[config.mk]
export PLATFORM = sky130hd
export DESIGN_NAME = nibble_serial_add_ctrl
export DESIGN_NICKNAME = d
export VERILOG_FILES = /design/src/rtl/nibble_serial_add_ctrl.sv
export SDC_FILE = /design/constraint.sdc
export NUM_CORES = 1
export LEC_CHECK = 0
export CAP_MARGIN = 20
export CORE_MARGIN = 1
export CORE_UTILIZATION = 50
export CTS_CLUSTER_SIZE = 20
export DETAILED_ROUTE_END_ITERATION = 10
export GPL_ROUTABILITY_DRIVEN = 0
export PLACE_DENSITY = 0.84
export SYNTH_ARGS = -nofsm -noshare
export SYNTH_HDL_FRONTEND = slang
export SYNTH_SLANG_ARGS = --single-unit
[constraint.sdc]
create_clock -name clk -period 2.9 [get_ports clk]
set_clock_uncertainty 0.1 [all_clocks]
set_input_delay 0.29 -clock clk [delete_from_list [all_inputs] [get_ports clk]]
set_output_delay 0.29 -clock clk [all_outputs]
set_load 0.02 [all_outputs]
[src/rtl/nibble_serial_add_ctrl.sv]
// Serial WIDTH-bit adder sequencer driving one external 4-bit CLA slice, LSB nibble first.
// Optional macro NIBBLE_ADD_SUB_EN adds a 'sub' input for a - b via the same slice.
module nibble_serial_add_ctrl #(
  parameter int unsigned WIDTH = 16
) (
  input  logic             clk,
  input  logic             rst,
  input  logic             start,
  input  logic [WIDTH-1:0] a,
  input  logic [WIDTH-1:0] b,
  input  logic             cin,
`ifdef NIBBLE_ADD_SUB_EN
  input  logic             sub,
`endif
  output logic             ready,
  output logic             done,
  output logic [WIDTH-1:0] sum,
  output logic             cout,
  output logic [3:0]       add_x,
  output logic [3:0]       add_y,
  output logic             add_c0,
  input  logic [3:0]       add_f,
  input  logic             add_c4
);

  localparam int unsigned NIB = WIDTH / 4;
  localparam int unsigned CW  = $clog2(NIB);
  localparam logic [CW-1:0] LAST = CW'(NIB - 1);

  typedef enum logic [1:0] {IDLE, RUN, DONE} state_t;

  state_t           state, state_next;
  logic [WIDTH-1:0] a_reg, b_reg;
  logic             carry;
  logic [CW-1:0]    cnt;
  logic [WIDTH-1:0] b_load;
  logic             c_load;

`ifdef NIBBLE_ADD_SUB_EN
  // Subtraction is a + ~b + 1; cout=1 then means no borrow.
  assign b_load = sub ? ~b : b;
  assign c_load = sub ? 1'b1 : cin;
`else
  assign b_load = b;
  assign c_load = cin;
`endif

  always_ff @(posedge clk) begin
    if (rst) state <= IDLE;
    else     state <= state_next;
  end

  always_comb begin
    state_next = state;
    ready      = 1'b0;
    done       = 1'b0;
    add_x      = '0;
    add_y      = '0;
    add_c0     = 1'b0;
    case (state)
      IDLE: begin
        ready = 1'b1;
        if (start) state_next = RUN;
      end
      RUN: begin
        add_x  = a_reg[3:0];
        add_y  = b_reg[3:0];
        add_c0 = carry;
        if (cnt == LAST) state_next = DONE;
      end
      DONE: begin
        done       = 1'b1;
        state_next = IDLE;
      end
      default: state_next = IDLE;
    endcase
  end

  always_ff @(posedge clk) begin
    if (rst) begin
      a_reg <= '0;
      b_reg <= '0;
      carry <= 1'b0;
      cnt   <= '0;
      sum   <= '0;
      cout  <= 1'b0;
    end else begin
      case (state)
        IDLE: begin
          if (start) begin
            a_reg <= a;
            b_reg <= b_load;
            carry <= c_load;
            cnt   <= '0;
          end
        end
        RUN: begin
          // Result nibbles enter at the top so the LSB nibble lands at bit 0 after NIB shifts.
          sum   <= {add_f, sum[WIDTH-1:4]};
          a_reg <= a_reg >> 4;
          b_reg <= b_reg >> 4;
          carry <= add_c4;
          cnt   <= cnt + CW'(1);
          if (cnt == LAST) cout <= add_c4;
        end
        default: ;
      endcase
    end
  end

endmodule
==> impl_metrics.py, run 1 <==
metrics = {
    "cts": {
        "cts_hold_buffers": 0,
        "clock_latency_ns": 0.30,
        "cts_tree": "built",
        "ctsLongestPathBuffers": 2,
        "cts_num_sinks": 54,
        "cts_htree_levels": 2,
        "root_buffer": "sky130_fd_sc_hd__clkbuf_8",
        "postCtsSetupRepairBufs": 0,
        "cts.reportedPaths.clkPinSlew_ns": 0.09,
        "cts-buffers-inserted": 5,
        "cts_resized": 0,
    },
    "worst_setup_path": {
        "setup.worst_path.end_class": "primary output",
        "critical_path.n_buffers_inverters": 1,
        "critical_path_peak_fanout": 11,
        "worst_ep_arrival_time_ns": 2.03,
        "worst-setup-path-type": "reg2out",
        "critical_path_cell_sequence": "nor2b_4 > and2_1 > clkdlybuf4s50_1",
        "required_ns": 2.51,
        "critical_path.max_stage_delay_ns": 0.61,
        "critPathSlowestCell": "sky130_fd_sc_hd__dfxtp_1",
        "critPathTopFamily": "flip-flops",
        "critPathLaunchType": "flip-flop",
    },
    "cells_and_area": {
        "syn_to_final_growth_pct": 32.03,
        "num_antenna_cells": 0,
        "post-route-util_pct": 69.52,
        "layout.cells.most_common_list": "sky130_fd_sc_hd__clkdlybuf4s50_1 (67), sky130_fd_sc_hd__dfxtp_1 (54), sky130_fd_sc_hd__nand2_1 (32)",
        "layout.cells.most_common": "sky130_fd_sc_hd__clkdlybuf4s50_1",
        "drive_above_1_share_pct": 17.49,
        "nNetsFinal": 344,
    },
    "drt": {
        "drt_iter0_markers": 134,
        "num_vias": 1875,
        "via_per_inst": 5.282,
        "per_cell_routed_wire_length_um": 13.92,
        "drc": 0,
        "finalWirelength_um": 4941,
        "drt.antenna.violating_nets": 0,
        "firstDrtPassIters": 4,
    },
    "sta": {
        "rsz0062_at_grt": "false",
        "final.period_utilization_pct": 83.52,
        "maxSlewViolCount": 0,
        "maxSlewHeadroom_pct": 42.87,
        "max_clock_freq_ghz": 0.4129,
        "timing_hold_violations_final": 0,
        "setup-violations-final": 0,
        "tightest_slew_ns": 0.8570,
        "worst_slack_ns": 0.4778,
        "final_period_minus_worst_setup_slack_ns": 2.422,
        "totalNegativeSetupSlack_ns": 0,
    },
    "status": {
        "outcome": "finished clean",
    },
    "grt": {
        "grt_max_degree": 37,
        "grtUsageTotal_pct": 20.67,
        "antenna_found_initial": 0,
        "globalRouteOverflowTotal": 0,
        "first_global_vias": 1710,
        "grt_first_pass_wirelength_um": 8079,
    },
    "floorplan": {
        "floorplan.core_area_um2": 4384,
        "die-area_um2": 4892,
        "placementRows": 24,
        "top_level_ports": 69,
        "initial_utilization_pct": 52.65,
        "die-width_um": 69.95,
        "chipHeight_um": 69.95,
    },
    "placed_design": {
        "place.port_buffers": 68,
        "pre_cts_slack_ns": 0.7717,
        "dp_hpwl_um": 3483,
    },
    "pwr": {
        "ir_drop_v": 0.0003611,
        "cellLeakagePower_nw": 1.114,
        "power.density_nw_per_um2": 508.2,
    },
    "synthesis": {
        "synth_fp_nets": 285,
        "number_of_instances_in_the_synthesized_netlist": 243,
        "synth_cell_type_count": 26,
        "syn-cell-area_um2": 2308,
        "ys.warnings.count": 0,
        "avgSynthCellArea_um2": 9.500,
        "yosys_reg_bits": 54,
        "synth_seq_area_share_pct": 46.83,
    },
    "job": {
        "maxCapViolations": 0,
    },
    "min_path": {
        "worst_hold_path_type": "reg2reg",
    },
}
metal layers:
metal / up-vias / GRT usage [%] / part of all wire, %
met5: - / 0 / 0
li1: 947 / - / -
met1: 880 / 27.84 / 47
met4: 0 / 5.778 / 1.3
met3: 7 / 5.628 / 3.6
met2: 41 / 32.59 / 48
power breakdown:
| part | switching (mW) | leakage, nW | internal (mW) |
|---|---|---|---|
| logic | 0.119 | 0.618 | 0.133 |
| registers | 0.0265 | 0.444 | 0.785 |
| clock network | 0.227 | 0.0524 | 0.258 |
| total | 0.373 | 1.11 | 1.18 |
final cells by class:
type,instances,area [um^2]
clock inverter,1,30.03
fill,375,1336
clock buffer,7,76.32
sequential,54,1081
inverter,26,97.59
multi-input combinational,143,992.2
tap,52,65.06
timing repair buffer,72,705.7
synthesized netlist by cell type:
cell                       number  area (um^2)
sky130_fd_sc_hd__nor2_1        12        45.04
sky130_fd_sc_hd__buf_6          6        67.56
sky130_fd_sc_hd__o221a_2       15        168.9
sky130_fd_sc_hd__nand2_2        1        6.260
sky130_fd_sc_hd__mux2i_1        3        30.03
sky130_fd_sc_hd__nand2_1       32        120.1
sky130_fd_sc_hd__nor2_2         2        12.51
sky130_fd_sc_hd__a21oi_1       21        105.1
sky130_fd_sc_hd__nand2b_1       1        6.260
sky130_fd_sc_hd__nor2_4         1        11.26
sky130_fd_sc_hd__nor3_1         1        5.000
sky130_fd_sc_hd__inv_1         26        97.59
sky130_fd_sc_hd__nor3b_4        1        18.77
sky130_fd_sc_hd__clkbuf_1       4        15.01
sky130_fd_sc_hd__nor2b_1        1        6.260
sky130_fd_sc_hd__nor2b_4        1        13.76
sky130_fd_sc_hd__o21bai_2       1        11.26
sky130_fd_sc_hd__nand3b_1       1        7.510
sky130_fd_sc_hd__ha_1           1        12.51
sky130_fd_sc_hd__a22oi_1        9        67.56
sky130_fd_sc_hd__and2_1         9        56.30
sky130_fd_sc_hd__dfxtp_1       54         1081
sky130_fd_sc_hd__buf_4          2        15.01
sky130_fd_sc_hd__buf_2          8        40.04
sky130_fd_sc_hd__a21oi_2       20        175.2
sky130_fd_sc_hd__o221a_1       10        112.6
path summary, 6_finish.rpt:
check / start / to / slack [ns] / cells after the start
hold reg to reg: sum[0] / sum[0] / 0.36 / 2
setup reg to reg: state[0] / a_reg[3] / 1.08 / 4
setup / recovery: state[0] / add_c0 / 0.48 / 3
hold / removal: sum[0] / sum[0] / 0.36 / 2
per-stage QoR:
stage / total power, mW / area, um^2 / cells / hold slack (ns)
final: 1.549 / 3048 / 355 / 0.3586
after global routing: 1.621 / 3048 / 355 / 0.3796
after CTS: 1.561 / 3048 / 355 / 0.3611
after detailed placement: 1.081 / 2942 / 347 / 0.3504
after global placement: 1.076 / 2942 / 347 / 0.3427
after floorplan: 0.9850 / 2308 / 243 / 0.3260
worst reg2reg max path: cells and delay by family (launching register included):
kind / cells / cell delay [ns]
AND/OR/NAND/NOR: 1 / 0.35
buffers and inverters: 1 / 0.37
flip-flops: 1 / 0.61
AO/OA/AOI/OAI: 2 / 0.30
cells by family after synthesis:
family          after synthesis  synth area share (%)
compound gates               76                 27.75
simple gates                 63                 13.39
flops                        54                 46.83
buf+inv                      46                 10.19
mux                           3                 1.301
fa+ha+maj                     1                0.5419
Power figures use the tool's default switching activity.
==> run 2: changes to the inputs <==
--- a/config.mk
+++ b/config.mk
@@ -7,11 +7,11 @@
 export LEC_CHECK = 0
 export CAP_MARGIN = 20
 export CORE_MARGIN = 1
-export CORE_UTILIZATION = 50
+export CORE_UTILIZATION = 47
 export CTS_CLUSTER_SIZE = 20
 export DETAILED_ROUTE_END_ITERATION = 10
 export GPL_ROUTABILITY_DRIVEN = 0
-export PLACE_DENSITY = 0.84
+export PLACE_DENSITY = 0.8
 export SYNTH_ARGS = -nofsm -noshare
 export SYNTH_HDL_FRONTEND = slang
 export SYNTH_SLANG_ARGS = --single-unit
==> constraint.sdc (replaced) <==
create_clock -name clk -period 2.4 [get_ports clk]
set_clock_uncertainty 0.1 [all_clocks]
set_input_delay 0.24 -clock clk [delete_from_list [all_inputs] [get_ports clk]]
set_output_delay 0.24 -clock clk [all_outputs]
set_load 0.02 [all_outputs]
==> run 2 against run 1 <==
Global-route usage decreased by 0.66 points. Critical path depth unchanged. Final area increased by 1.0%. Flip-flop and latch count unchanged. Routed wire length decreased by 4.4%. Die area increased by 6.2%. Clock power increased by 3%. Sequential share of layout area decreased by 0.36 points. Utilization decreased by 4.3 points. First-iteration DRC count increased by 36%. Largest power group unchanged.
==> impl_metrics.py, run 2 (same netlist as run 1, synthesis figures left out) <==
metrics = {
    "drt": {
        "via_per_inst": 4.965,
        "num_vias": 1847,
        "firstDrtPassIters": 4,
        "per_cell_routed_wire_length_um": 12.70,
        "finalWirelength_um": 4726,
        "drt_iter0_markers": 182,
        "drt.antenna.violating_nets": 0,
        "drc": 0,
    },
    "worst_setup_path": {
        "setup.reg_to_reg.worst_slack_ns": 0.54,
        "critical_path_cell_sequence": "nor2b_4 > and2_1 > clkdlybuf4s50_1",
        "critPathTopFamily": "buffers and inverters",
        "critical_path.n_buffers_inverters": 1,
        "required_ns": 2.06,
        "worst_ep_arrival_time_ns": 1.72,
        "critical_path_peak_fanout": 12,
        "critPathSlowestCell": "sky130_fd_sc_hd__clkdlybuf4s50_1",
        "cp_num_cells": 3,
        "critPathLaunchType": "flip-flop",
        "reg2regPathDepth": 4,
        "worst-setup-path-type": "reg2out",
        "setup.worst_path.end_class": "primary output",
        "critical_path.max_stage_delay_ns": 0.60,
    },
    "placed_design": {
        "dp_hpwl_um": 3243,
        "placedCellCount": 364,
        "place.port_buffers": 68,
    },
    "cts": {
        "cts.reportedPaths.clkPinSlew_ns": 0.09,
        "cts_hold_buffers": 0,
        "cts_num_sinks": 54,
        "cts_resized": 0,
        "postCtsSetupRepairBufs": 0,
        "ctsLongestPathBuffers": 2,
        "root_buffer": "sky130_fd_sc_hd__clkbuf_8",
        "cts_htree_levels": 2,
        "cts_tree": "built",
        "clock_latency_ns": 0.30,
        "cts-buffers-inserted": 5,
    },
    "sta": {
        "totalNegativeSetupSlack_ns": 0,
        "timing_hold_violations_final": 0,
        "max_clock_freq_ghz": 0.4859,
        "final_period_minus_worst_setup_slack_ns": 2.058,
        "final.hold.worst_slack_ns": 0.3109,
        "maxSlewHeadroom_pct": 32.75,
        "setup-violations-final": 0,
        "tightest_slew_ns": 1.008,
        "maxSlewViolCount": 0,
        "final.period_utilization_pct": 85.74,
        "rsz0062_at_grt": "false",
    },
    "cells_and_area": {
        "layout.cells.most_common": "sky130_fd_sc_hd__clkdlybuf4s50_1",
        "layout.cells.most_common_list": "sky130_fd_sc_hd__clkdlybuf4s50_1 (67), sky130_fd_sc_hd__dfxtp_1 (54), sky130_fd_sc_hd__nand2_1 (32)",
        "num-fill-cells": 410,
        "nNetsFinal": 346,
        "drive_above_1_share_pct": 18.36,
        "num_antenna_cells": 0,
        "syn_to_final_growth_pct": 33.39,
        "final-instance-count-excl-fill": 372,
    },
    "floorplan": {
        "die-area_um2": 5196,
        "initial_utilization_pct": 48.87,
        "top_level_ports": 69,
        "placementRows": 25,
        "chipHeight_um": 72.08,
        "die-width_um": 72.08,
        "floorplan.core_area_um2": 4723,
    },
    "pwr": {
        "cellLeakagePower_nw": 1.125,
        "ir_drop_v": 0.0003782,
        "power.density_nw_per_um2": 582.1,
    },
    "min_path": {
        "worst_hold_path_type": "in2reg",
        "min_path_cells": 3,
    },
    "grt": {
        "first_global_vias": 1715,
        "grt_max_degree": 55,
        "grtUsageTotal_pct": 20.01,
        "antenna_found_initial": 0,
        "globalRouteOverflowTotal": 0,
        "grt_first_pass_wirelength_um": 8142,
    },
    "status": {
        "outcome": "finished clean",
    },
    "job": {
        "maxCapViolations": 0,
    },
}
[run 2: worst paths after layout]
| check | startpoint | endpoint |
|---|---|---|
| worst max-delay path | state[0] | add_c0 |
| worst min-delay path | rst | state[1] |
| worst max register to register | state[0] | a_reg[10] |
| worst min register to register | sum[2] | sum[2] |
[run 2: stage by stage]
step                instance area, um^2  total power [mW]  util (%)  worst slack (ns)
finish                             3079             1.792     65.19            0.3421
CTS                                3079             1.812     65.19            0.3029
detailed placement                 2988             1.310     63.26            0.2708
global placement                   2988             1.304     63.26            0.3086
floorplan                          2308             1.190         -            0.9714
global route                       3079             1.887     65.19            0.2457
[run 2: final cells by class]
class | instances | area, um^2 | area share, %
clock buffer | 7 | 86.33 | 2.804
clock inverter | 1 | 5.005 | 0.1625
inverter | 26 | 97.59 | 3.169
multi-input combinational | 143 | 992.2 | 32.22
sequential | 54 | 1081 | 35.11
tap | 67 | 83.83 | 2.722
timing repair buffer | 74 | 733.2 | 23.81
[run 2: per-layer routing]
layer  global-route usage [%]  share of wire [%]  up-vias  wire length, um
met1                    26.80                 46      843             2178
met2                    31.05                 48       42             2271
met5                        0                  0        -                0
met3                    5.833                4.4        6              208
li1                         -                  -      956                -
met4                    6.536                1.4        0               68
[run 2: report_power, final]
part | switching, mW | internal, mW
registers | 0.0285 | 0.949
clock network | 0.270 | 0.233
logic | 0.147 | 0.164
total | 0.446 | 1.35
[run 2: worst register-to-register path: cells and delay by family, from the launching register on]
| family | cells | cell delay [ns] |
|---|---|---|
| flip-flops | 1 | 0.35 |
| AND/OR/NAND/NOR | 2 | 0.82 |
| AO/OA/AOI/OAI | 1 | 0.35 |
| buffers and inverters | 1 | 0.19 |
